## src/rtl/rdi_pm_entry_ctrl.sv

```systemverilog
// RDI power-management entry/exit controller: L1/L2 requests go through the stall
// handshake, then a sideband request/response with the remote die sets the state status.
module rdi_pm_entry_ctrl #(
  parameter int unsigned TIMEOUT_CYCLES = 1024
) (
  input  logic       lclk,
  input  logic       sys_rst,
  input  logic [3:0] i_lp_state_req,
  input  logic [3:0] i_rx_sb_message,
  input  logic       i_rx_sb_message_valid,
  input  logic       i_pl_error,
  input  logic       i_stall_done,
  input  logic       i_tx_sb_ready,
  output logic       o_stall_start,
  output logic [3:0] o_tx_sb_message,
  output logic       o_tx_sb_valid,
  output logic [3:0] o_pl_state_sts,
  output logic       o_busy
);

  // state     | meaning
  // ST_NOP    | out of reset, waiting for Active request
  // ST_ACTIVE | link active (or ActivePMNAK), accepts L1/L2 requests
  // ST_STALL  | stall handshake in progress
  // ST_REQ    | sending L1_REQ/L2_REQ
  // ST_WAIT   | waiting for L1_RSP/L2_RSP or PM NAK
  // ST_PM     | in L1 or L2
  // ST_XREQ   | sending ACTIVE_REQ
  // ST_XWAIT  | waiting for ACTIVE_RSP
  // ST_ERR    | LinkError, sticky until reset
  typedef enum logic [3:0] {
    ST_NOP, ST_ACTIVE, ST_STALL, ST_REQ, ST_WAIT, ST_PM, ST_XREQ, ST_XWAIT, ST_ERR
  } state_t;

  localparam logic [3:0] REQ_ACTIVE   = 4'b0001;
  localparam logic [3:0] REQ_L1       = 4'b0100;
  localparam logic [3:0] REQ_L2       = 4'b1000;
  localparam logic [3:0] STS_NOP      = 4'b0000;
  localparam logic [3:0] STS_ACTIVE   = 4'b0001;
  localparam logic [3:0] STS_PMNAK    = 4'b0010;
  localparam logic [3:0] STS_L1       = 4'b0100;
  localparam logic [3:0] STS_L2       = 4'b1000;
  localparam logic [3:0] STS_LINKERR  = 4'b1010;
  localparam logic [3:0] MSG_ACT_REQ  = 4'd1;
  localparam logic [3:0] MSG_ACT_RSP  = 4'd2;
  localparam logic [3:0] MSG_L1_REQ   = 4'd3;
  localparam logic [3:0] MSG_L1_RSP   = 4'd4;
  localparam logic [3:0] MSG_L2_REQ   = 4'd5;
  localparam logic [3:0] MSG_L2_RSP   = 4'd6;
  localparam logic [3:0] MSG_PM_NAK   = 4'd15;
  localparam logic [15:0] CNT_LAST    = 16'(TIMEOUT_CYCLES - 1);

  state_t      state;
  logic        target_l2;
  logic [15:0] cnt;
  logic        pm_rsp_match;

  assign pm_rsp_match = i_rx_sb_message_valid &&
                        ((i_rx_sb_message == MSG_L1_RSP && !target_l2) ||
                         (i_rx_sb_message == MSG_L2_RSP &&  target_l2));

  always_ff @(posedge lclk or negedge sys_rst) begin
    if (!sys_rst) begin
      state           <= ST_NOP;
      target_l2       <= 1'b0;
      cnt             <= 16'd0;
      o_stall_start   <= 1'b0;
      o_tx_sb_message <= 4'd0;
      o_tx_sb_valid   <= 1'b0;
      o_pl_state_sts  <= STS_NOP;
      o_busy          <= 1'b0;
    end else if (i_pl_error) begin
      state          <= ST_ERR;
      o_pl_state_sts <= STS_LINKERR;
      o_stall_start  <= 1'b0;
      o_tx_sb_valid  <= 1'b0;
      o_busy         <= 1'b0;
    end else begin
      case (state)
        ST_NOP: begin
          if (i_lp_state_req == REQ_ACTIVE) begin
            o_pl_state_sts <= STS_ACTIVE;
            state          <= ST_ACTIVE;
          end
        end
        ST_ACTIVE: begin
          // After a NAK the adapter must re-request Active before another PM attempt
          if (o_pl_state_sts == STS_PMNAK) begin
            if (i_lp_state_req == REQ_ACTIVE) o_pl_state_sts <= STS_ACTIVE;
          end else if (i_lp_state_req == REQ_L1 || i_lp_state_req == REQ_L2) begin
            target_l2     <= (i_lp_state_req == REQ_L2);
            o_stall_start <= 1'b1;
            o_busy        <= 1'b1;
            state         <= ST_STALL;
          end
        end
        ST_STALL: begin
          if (i_stall_done) begin
            o_stall_start   <= 1'b0;
            o_tx_sb_valid   <= 1'b1;
            o_tx_sb_message <= target_l2 ? MSG_L2_REQ : MSG_L1_REQ;
            state           <= ST_REQ;
          end
        end
        ST_REQ, ST_XREQ: begin
          if (i_tx_sb_ready) begin
            o_tx_sb_valid <= 1'b0;
            cnt           <= 16'd0;
            state         <= (state == ST_REQ) ? ST_WAIT : ST_XWAIT;
          end
        end
        ST_WAIT: begin
          if (cnt != 16'hFFFF) cnt <= cnt + 16'd1;
          if (pm_rsp_match) begin
            o_pl_state_sts <= target_l2 ? STS_L2 : STS_L1;
            o_busy         <= 1'b0;
            state          <= ST_PM;
          end else if (i_rx_sb_message_valid && i_rx_sb_message == MSG_PM_NAK) begin
            o_pl_state_sts <= STS_PMNAK;
            o_busy         <= 1'b0;
            state          <= ST_ACTIVE;
          end else if (cnt == CNT_LAST) begin
            o_pl_state_sts <= STS_LINKERR;
            o_busy         <= 1'b0;
            state          <= ST_ERR;
          end
        end
        ST_PM: begin
          if (i_lp_state_req == REQ_ACTIVE) begin
            o_tx_sb_valid   <= 1'b1;
            o_tx_sb_message <= MSG_ACT_REQ;
            o_busy          <= 1'b1;
            state           <= ST_XREQ;
          end
        end
        ST_XWAIT: begin
          if (cnt != 16'hFFFF) cnt <= cnt + 16'd1;
          if (i_rx_sb_message_valid && i_rx_sb_message == MSG_ACT_RSP) begin
            o_pl_state_sts <= STS_ACTIVE;
            o_busy         <= 1'b0;
            state          <= ST_ACTIVE;
          end else if (cnt == CNT_LAST) begin
            o_pl_state_sts <= STS_LINKERR;
            o_busy         <= 1'b0;
            state          <= ST_ERR;
          end
        end
        default: begin
          o_pl_state_sts <= STS_LINKERR;
          o_stall_start  <= 1'b0;
          o_tx_sb_valid  <= 1'b0;
          o_busy         <= 1'b0;
          state          <= ST_ERR;
        end
      endcase
    end
  end

endmodule

```

## config.mk

```make
export PLATFORM = sky130hd
export DESIGN_NAME = rdi_pm_entry_ctrl
export DESIGN_NICKNAME = d
export VERILOG_FILES = /design/src/rtl/rdi_pm_entry_ctrl.sv
export SDC_FILE = /design/constraint.sdc
export NUM_CORES = 1
export LEC_CHECK = 0
export BUFFER_PORTS_ARGS = -buffer_cell sky130_fd_sc_hd__buf_2
export CAP_MARGIN = 20
export CORE_ASPECT_RATIO = 0.6
export CORE_MARGIN = 10
export CORE_UTILIZATION = 35
export CTS_CLUSTER_DIAMETER = 150
export DETAILED_ROUTE_END_ITERATION = 10
export GPL_ROUTABILITY_DRIVEN = 0
export GPL_TIMING_DRIVEN = 0
export HOLD_SLACK_MARGIN = 0.12
export PLACE_DENSITY_LB_ADDON = 0.3
export SETUP_SLACK_MARGIN = 0.15
export SYNTH_ARGS = -nofsm -noshare
export SYNTH_HDL_FRONTEND = slang
export SYNTH_SLANG_ARGS = --single-unit
```

## constraint.sdc

```tcl
create_clock -name lclk -period 2.03 [get_ports lclk]
set_input_delay 0.203 -clock lclk [delete_from_list [all_inputs] [get_ports lclk]]
set_output_delay 0.203 -clock lclk [all_outputs]
set_load 0.01 [all_outputs]
```

# ---- After elaboration in Yosys (flattened, before gate mapping)
# Cells that the tools add are included.
dict set report totals {
  register_bits 32
  elab_cells 112
  out_inout_bits 11
  inputBits 14
}
dict set report classes {
  mux 44
  bitwise 2
  n_eq_ne 32
  reduce_logical 25
  add_sub_neg 1
}
# operator count
set ops {}
lappend ops {{2-to-1 mux 4 bit} 20}
lappend ops {{2-to-1 mux 16 bit} 2}
lappend ops {{one-hot mux 16 bit (2 select lines)} 1}
lappend ops {{== test 4 x 3 -> 1 bit (second input constant)} 7}
lappend ops {{one-hot mux 4 bit (7 select lines)} 1}
lappend ops {{AND reduction 4 bit} 6}
lappend ops {{inequality test 3 bit (second input constant)} 7}
lappend ops {{one-hot mux 4 bit (5 select lines)} 1}
lappend ops {{adder 16 x 1 -> 16 bit (second input constant)} 1}
lappend ops {{== test 16 x 10 -> 1 bit (second input constant)} 1}
lappend ops {{== test 4 x 2 -> 1 bit (second input constant)} 4}
lappend ops {{inequality test 16 bit (second input constant)} 1}
lappend ops {{2-to-1 mux 1 bit} 13}
lappend ops {{OR reduction 4 bit} 3}
lappend ops {{inequality test 2 x 1 -> 1 bit (second input constant)} 5}
lappend ops {{== test 4 x 1 -> 1 bit (second input constant)} 2}
lappend ops {{== test 4 bit (second input constant)} 2}
lappend ops {{one-hot mux 4 bit (2 select lines)} 1}
lappend ops {{inequality test 2 bit (second input constant)} 3}
lappend ops {{AND reduction 6 bit} 1}
lappend ops {{OR reduction 6 bit} 1}
lappend ops {{logical AND 1 bit} 5}
lappend ops {{one-hot mux 1 bit (5 select lines)} 1}
lappend ops {{logical NOT 4 bit} 1}
lappend ops {{other kinds (10)} 14}

# ---- Depth between registers and ports, before layout
dict set report logic_depth {
  word_depth 7
  depth_mapped 8
  mapped_depth_nobuf 6
}

# ---- Least setup slack after synthesis
# No wires, ideal clock.
dict set report synth_timing {
  kind {reg-to-reg}
  start {register cnt[0]}
  end {register o_busy}
  t_arrival_ps 1810
  synth_period_minus_slack_ps 1937
  path_slack_ps 93
  path_buffers 1
  setup_ps 127
  stages_incl_launch_ff 8
  cell_sequence {dfrtp_1 ha_1 and4_1 nand3_1 or4_1 buf_6 a41oi_1 a211oi_1}
}
dict set report synth_via {
  elab_chain_cells 6
  elab_cells_between_ends 7
  cone_classes {1 x eq/ne; 6 x mux}
}
# item line
set synth_lines {}
lappend synth_lines {{from (decl)} 55} ;# logic [15:0] cnt;
lappend synth_lines {{from (signal assigned)} 113} ;# if (cnt != 16'hFFFF) cnt <= cnt + 16'd1;
lappend synth_lines {{from (signal assigned)} 137} ;# if (cnt != 16'hFFFF) cnt <= cnt + 16'd1;
lappend synth_lines {{== test 16 x 10 -> 1 bit (*)} {122, 142}}
lappend synth_lines {{2-to-1 mux 1 bit (*)} n/a}
lappend synth_lines {{2-to-1 mux 1 bit (2 in a row)} n/a}
lappend synth_lines {{one-hot mux 1 bit (5 select lines) (*)} n/a}
lappend synth_lines {{2-to-1 mux 1 bit (*)} n/a}
lappend synth_lines {{to (signal assigned)} 71} ;# o_busy <= 1'b0;
lappend synth_lines {{to (signal assigned)} 77} ;# o_busy <= 1'b0;
lappend synth_lines {{to (signal assigned)} 93} ;# o_busy <= 1'b1;
lappend synth_lines {{to (decl)} 18} ;# output logic o_busy
# Mark *: on every way between the ends. The rest lies on a longest branch, timed or not.
# A chain may end at the register's enable or synchronous reset.

# ---- Worst setup path in the final report
# Ends and elaborated chain as after synthesis.

==> metrics <==
met2 usage 0.179; Pre-antenna DRT Iters 4; Hold Violations, Final 0; placed instance area 2450 um^2; Cell Area, Synth 2210 um^2; worst-path cell with the longest stage delay or4_4; 1st-iter DRT viols 272; die width 123 um; wirelength, routed 6960 um; CTS tree built; Synth Register Bits 31; CP Data Required Time 2.19 ns; Leak 1.21 nW; NumNets Final 316; Yosys cell types 70; Hold Path Class in2reg; post-synthesis sequential area ratio 0.351; Port Buf Inserts 23; Worst-Skew Late Latency 0.29 ns; Comb power frac 0.068; core area 6110 um^2; Buf/Inv on CP 1; Place WS -0.308 ns; Syn Nets 263; max_slew headroom 0.517; total global routing overflow 0; Layout fillers 566; worst-margin pin slew 0.724 ns; via/cell ratio 5.88; ratio of cells with drive above 1 in the final layout 0.407; drt drc 0; largest net degree at the start of global routing 32; fin. max-slew vios 0; asr flop ratio synth 1.00; initial antenna violation count 0; Final ANT Viol Nets 0; run status completed; critical path cell sequence ha_4 -> and4_4 -> nand3_4 -> or4_4 -> buf_6 -> a41oi_2 -> a211oi_2; grt met1 use 0.206; vias in the first global route 2035; clock skew 0.00767 ns; PnR worst setup slack 0.106 ns; ant diodes 0; Pwr Total 1.21 mW; kind of critical path reg2reg; minimum clock period 1.92 ns; maximum vdd drop 0.264 mV; Worst Path Arrival 2.09 ns; I/O pin cnt 25; WL/cell 18.0 um; PwrDens 402 nW/um^2; Syn Inst Count 248; die height 81.6 um; Post-synth top flop dfrtp_1; # H-tree levels 2; CTS clk-pin slew, worst paths 0.07 ns; Clock Tree Buf Depth 2; DPL Wire Length 4520 um; unrepaired setup endpoints after global routing true; Internal 0.901 mW; area grow syn2layout 36.0%; Fin Hold WS 0.132 ns; MaxCap Viol Count 0; detailed-route via count 2271; Clock Sinks 31; flop2flop setup slack 0.11 ns; Avg Synthesized Cell Area 8.91 um^2; Final setup viols 0; kind of end point of the critical path flip-flop; sequential share of power 0.530; row cnt 22; critical path peak fanout 7; Ys Warns 0; Peak Freq 520 MHz; Clock Tree Root clkbuf_8; clock share of power 0.402; final design area excluding fillers 3010 um^2; busiest grt layer met1; overall global routing resource usage 0.134; Num CTS Buffers 5; Initial Util 0.362; fin crit share 0.948; CP startpoint kind flip-flop; global-route wire length before repair 10700 um; critical path's top delay family simple AND/OR/NAND/NOR gates; Post-synth EDFFs 0; Net Sw Frac 0.255; met3 Use GR 0.0349; Die Area 10000 um^2; Net Sw Power 0.308 mW; Crit path largest cell delay 0.50 ns
[per-layer routing]
metal	share of wire	wire, um
met5	0	0
met4	0.0086	60
met3	0.095	662
met2	0.43	2970
met1	0.47	3260
[repair_timing]
| action | 4_1_cts | 5_1_grt |
|---|---|---|
| setup endpoints to repair | 25 | 23 |
| pin swaps | 12 | 10 |
| setup buffers | 15 | 7 |
| hold buffers | 1 | 0 |
| resized for setup | 29 | 42 |
| endpoints found under the hold margin | 31 | 0 |
[final cells by class]
cell class / instances / area [um^2] / share of cell area
clock buffers: 7 / 76.3 / 0.0254
multi-input cells: 197 / 1590 / 0.530
repair buffers: 46 / 290 / 0.0965
inverters: 7 / 26.3 / 0.00874
flip-flops and latches: 31 / 778 / 0.259
well taps: 84 / 105 / 0.0350
plain buffers: 13 / 131 / 0.0437
clock inverters: 1 / 5.00 / 0.00166
[cells by family (layout without fill, tap and decap cells)]
kind of cell,count (synthesis),count (layout),synth area share
buffers and inverters,20,74,0.0560
XOR/XNOR,2,2,0.00792
other,1,1,0.00170
adder cells (fa/ha/maj),1,1,0.00566
AND/OR/NAND/NOR,106,106,0.282
flip-flops,31,31,0.351
multiplexers,2,2,0.00962
AO/OA/AOI/OAI,85,85,0.286
[cells in the final DEF (no fill, tap or decap), drive strengths merged, types with 5 or more instances in the layout]
| master | instances |
|---|---|
| inv | 7 |
| nor2 | 16 |
| nor3 | 7 |
| nand3 | 16 |
| clkbuf | 9 |
| a21boi | 7 |
| dfrtp | 31 |
| buf | 56 |
| a21o | 6 |
| o21ai | 14 |
| a21oi | 12 |
| nand2 | 17 |
| o31ai | 15 |
| nand2b | 6 |
| or4 | 9 |
| nor4 | 5 |
[worst paths after layout]
kind,to,cells after the start,startpoint
max in group asynchronous,cnt[6],2,sys_rst
max reg2reg,o_busy,7,cnt[0]
min,target_l2,2,i_lp_state_req[2]
min in group asynchronous,o_pl_state_sts[1],2,sys_rst
min reg2reg,o_tx_sb_message[0],1,o_tx_sb_message[0]
max,o_busy,7,cnt[0]
[synth_stat cells, types with 3 or more instances]
library cell,number,area share
a31oi_1,4,0.011
a21oi_1,11,0.025
o21ai_0,13,0.029
and3_1,3,0.0085
nor4b_1,3,0.012
inv_1,7,0.012
dfrtp_1,31,0.35
nand3_1,15,0.034
or4_1,9,0.031
or2_2,3,0.0085
nor3_1,7,0.016
nor4_1,5,0.014
a21boi_1,6,0.020
a21o_1,5,0.017
nor2_1,15,0.025
o31ai_1,14,0.048
buf_2,4,0.0091
o2111ai_1,3,0.012
nand2_1,16,0.027
and4_1,3,0.012
and2_1,4,0.011
nand2b_1,4,0.011
[sequential cells by signal, summed over array words and instances, names as in the netlist]
register / cells
target_l2: 1
cnt: 16
o_stall_start: 1
o_pl_state_sts: 4
o_tx_sb_valid: 1
o_busy: 1
state: 4
o_tx_sb_message: 3
[through the flow]
step                       util  setup TNS (ns)  cells
after floorplan               -               0    248
after global placement    0.401           -1.15    355
after detailed placement  0.401           -1.31    355
after CTS                 0.455               0    379
after global routing      0.492               0    386
final                     0.492               0    386
[power by group through the flow]
stage | logic [mW] | registers, mW | clock network, mW
after floorplan | 0.0287 | 0.647 | 0
after global placement | 0.0685 | 0.649 | 0
after detailed placement | 0.0701 | 0.649 | 0
after CTS | 0.0765 | 0.639 | 0.496
after global routing | 0.0921 | 0.642 | 0.524
final | 0.0827 | 0.641 | 0.486
[worst register-to-register path, stage by stage, from the launching register on]
cell and delay (ns):
dfrtp_1 0.41, ha_4 0.16, and4_4 0.24, nand3_4 0.11
or4_4 0.50, buf_6 0.16, a41oi_2 0.18, a211oi_2 0.06
(Power assumes the default switching activity.)
